<file path="src/rtl/baud_div.sv">
// baud_div: baud-rate tick generator for the UART transmitter.
// While clk_en is high it divides clk_in by BAUD and emits a single-cycle
// registered pulse once per bit period. While clk_en is low the counter is
// held at zero, so every enabled run begins with a full bit period.
module baud_div #(
    parameter int BAUD = 104
) (
    input  logic clk_in,
    input  logic rstn,
    input  logic clk_en,
    output logic pulse_out
);

    // Counter just wide enough to hold BAUD-1; at least one bit so BAUD=1 still elaborates.
    localparam int CNT_W = (BAUD > 1) ? $clog2(BAUD) : 1;
    localparam logic [CNT_W-1:0] CNT_LAST = CNT_W'(BAUD - 1);
    localparam logic [CNT_W-1:0] CNT_ONE  = CNT_W'(1);

    // Reject divisors outside 1 .. 2^24-1 at elaboration time.
    generate
        if (BAUD < 1 || BAUD > 32'h00FF_FFFF) begin : g_bad_baud
            $error("baud_div: BAUD must be in the range 1 to 2^24-1");
        end
    endgenerate

    logic [CNT_W-1:0] cnt_q;
    logic [CNT_W-1:0] cnt_d;
    logic             pulse_q;
    logic             pulse_d;

    // Next-state: wrap at BAUD-1 with a tick, otherwise count; disabled discards the partial count.
    always_comb begin
        cnt_d   = cnt_q;
        pulse_d = 1'b0;
        if (!clk_en) begin
            cnt_d = '0;
        end else if (cnt_q == CNT_LAST) begin
            cnt_d   = '0;
            pulse_d = 1'b1;
        end else begin
            cnt_d = cnt_q + CNT_ONE;
        end
    end

    // State register with synchronous active-low reset taking priority over enable.
    always_ff @(posedge clk_in) begin
        if (!rstn) begin
            cnt_q   <= '0;
            pulse_q <= 1'b0;
        end else begin
            cnt_q   <= cnt_d;
            pulse_q <= pulse_d;
        end
    end

    // Tick comes straight from a flop: no combinational path from clk_en.
    assign pulse_out = pulse_q;

endmodule

</file>
<file path="config.mk">
export PLATFORM = sky130hd
export DESIGN_NAME = baud_div
export DESIGN_NICKNAME = d
export VERILOG_FILES = /design/src/rtl/baud_div.sv
export SDC_FILE = /design/constraint.sdc
export NUM_CORES = 1
export LEC_CHECK = 0
export BUFFER_PORTS_ARGS = -buffer_cell sky130_fd_sc_hd__clkbuf_2
export CAP_MARGIN = 20
export CORE_AREA = 2 2 39 41
export CTS_CLUSTER_DIAMETER = 80
export DETAILED_ROUTE_END_ITERATION = 16
export DIE_AREA = 0 0 41 43
export GPL_TIMING_DRIVEN = 0
export PLACE_DENSITY = 0.44
export SKIP_CTS_REPAIR_TIMING = 1
export SYNTH_ARGS = -nofsm -noshare
export SYNTH_HDL_FRONTEND = slang
export SYNTH_SLANG_ARGS = --single-unit
</file>
<file path="constraint.sdc">
create_clock -name clk_in -period 2 [get_ports clk_in]
set_input_delay 0.1 -clock clk_in [delete_from_list [all_inputs] [get_ports clk_in]]
set_output_delay 0.1 -clock clk_in [all_outputs]
set_load 0.05 [all_outputs]
</file>
==> reports/qor.txt <==
CTS Buf Count: 3
Most common cell after layout, fill and taps aside: dfxtp_1
GRT Total Usage: 8.073%
WHS Path Cells: 3
Final setup violation count: 0
CTS root buf: clkbuf_4
Share of post-route cells with drive strength above 1: 15.00%
Die area: 1763 um2
Avg Synthesized Cell Area: 9.274 um2
Antenna Cells: 0
Vias in the first global route: 231
RSZ-0062 raised after global routing: false
Wire per inst: 8.339 um
Worst Skew: 0.5614 ps
Max VDD drop: 251.8 uV
I/O pin total: 4
CP arrival: 1390 ps
Clock Tree Buf Depth: 2
Cell Area, Placed: 350.3 um2
# DRC: 0
Clock slew at the register clock pins of the worst setup and hold paths: 50 ps
Die width: 41 um
Area of the mapped netlist: 315.3 um2
Routed vias/inst: 4.375
Clk_lat worst skew: 250 ps
Worst Setup Start Kind: register
FMAX: 790.4 MHz
Critical path required time: 2120 ps
First-pass GRT wire length: 910 um
1st-iter DRT viols: 5
Final worst path period need: 1265 ps
Largest net degree at the start of global routing: 7
CTS tree: built
Initial DRT Pass Iterations: 2
Fillers: 160
Met3 wire length: 22 um
Maximum fanout along the worst path: 6
Gpl congestion: 0.6594
Worst slew margin: 69.63%
Count of final max-slew check failures: 0
Sink Count: 8
Leakage power: 0.1379 nW
Design area: 372.9 um2
Top cell type's share of synthesized area: 50.79%
Final hold violations: 0
Top FF cell, synth: dfxtp_1
Rows: 14
PwrDens: 782.3 nW/um2
Max_cap viols: 0
Setup crit end kind: register
Final wirelength: 467 um
R2R cell count: 4
Synth-to-Final Area Change: 18.25%
Via count: 245
Yosys warns: 0
Top Metal Used: met4
Post-route antenna net violation count: 0
Fin Setup TNS: 0 ps
Met2 wire len: 215 um
Net Count, Synth: 39
Syn Inst Count: 34
Number of buffers added on ports: 3
R2r setup slk: 730 ps
Period utilization: 63.26%
Status: finished clean
Commonest cells after routing, fill and taps aside: dfxtp_1, nor2_1, nand2_1, clkbuf_4, clkbuf_2
Die span in y: 43 um
FF+latch count, synth: 8
Sequential cell area fraction in the yosys report: 50.79%
Slew @ Worst Pin: 454.6 ps
Top cell type by total area after synthesis: dfxtp_1
Area contributors post-synth: dfxtp_1, ha_1, nor2_1
EDFF count, synth: 0
CORE AREA: 1384 um2
Worst hold path type: input port to register
H-tree lvl count: 1
CP Class: register to register
# nets final: 47
M1 WL: 213 um
Cell variety after synth: 14
Global route overflow: 0
Post-synth ARST share: 0%
Initial Utilization: 22.78%
Initial antenna violation count: 0
## power breakdown
group / switching (mW) / internal, mW
Clock: 0.0519 / 0.0685
Sequential: 0.00179 / 0.162
Combinational: 0.00434 / 0.00358
Total: 0.0581 / 0.234
## cell usage after synthesis, drive strengths merged (2+ instances only)
library cell	n
nand3	2
a21oi	2
or3	2
ha	2
nor2	5
dfxtp	8
xor2	2
nand2	4
o21ai	2
## routing by layer
layer  GRT usage, %  up-vias
met5              0        -
met4          6.000        0
met3          4.712        2
met2          10.31        4
met1          9.477      110
li1               -      129
## stage by stage
step,cells,setup WS [ps],utilization (%),total power [mW],hold slack [ps]
final,56,734.9,26.94,0.2917,107.2
after detailed placement,53,721.8,25.32,0.1748,372.4
after global placement,53,694.1,25.32,0.1748,364.3
after floorplan,34,862.1,-,0.1714,257.0
after global routing,56,551.6,26.94,0.3083,125.4
after CTS,56,711.4,26.94,0.2986,103.2
## sequential cells by signal, indices dropped and copies added (netlist names)
| name | count |
|---|---|
| cnt_q | 7 |
| pulse_out | 1 |
## kinds of logic (layout without fill, tap and decap cells)
| kind of cell | count (synthesis) | after routing | share of synthesized area (%) |
|---|---|---|---|
| AO/OA/AOI/OAI | 5 | 5 | 8.731 |
| XOR/XNOR | 3 | 3 | 8.335 |
| adder cells (fa/ha/maj) | 2 | 2 | 7.935 |
| buffers and inverters | 1 | 7 | 1.189 |
| flip-flops | 8 | 8 | 50.79 |
| AND/OR/NAND/NOR | 15 | 15 | 23.01 |
## worst max-delay path, stage by stage, from the launching register on
cell,delay (ps)
dfxtp_1,370
ha_1,190
nand2_1,80
o21bai_1,400
nor2_1,90
## area by class of cell
| class | instances | area [um2] | share of cell area, % |
|---|---|---|---|
| multi-input combinational | 25 | 151.4 | 40.60 |
| sequential | 8 | 160.2 | 42.95 |
| timing repair buffer | 3 | 15.01 | 4.027 |
| tap | 16 | 20.02 | 5.369 |
| clock buffer | 3 | 22.52 | 6.040 |
| inverter | 1 | 3.754 | 1.007 |
## final timing paths
kind,from,to
min,clk_en,cnt_q[2]
max reg2reg,cnt_q[0],cnt_q[3]
max,cnt_q[0],cnt_q[3]
min reg2reg,cnt_q[0],cnt_q[0]
No activity file was read; power rests on OpenSTA's default activity.
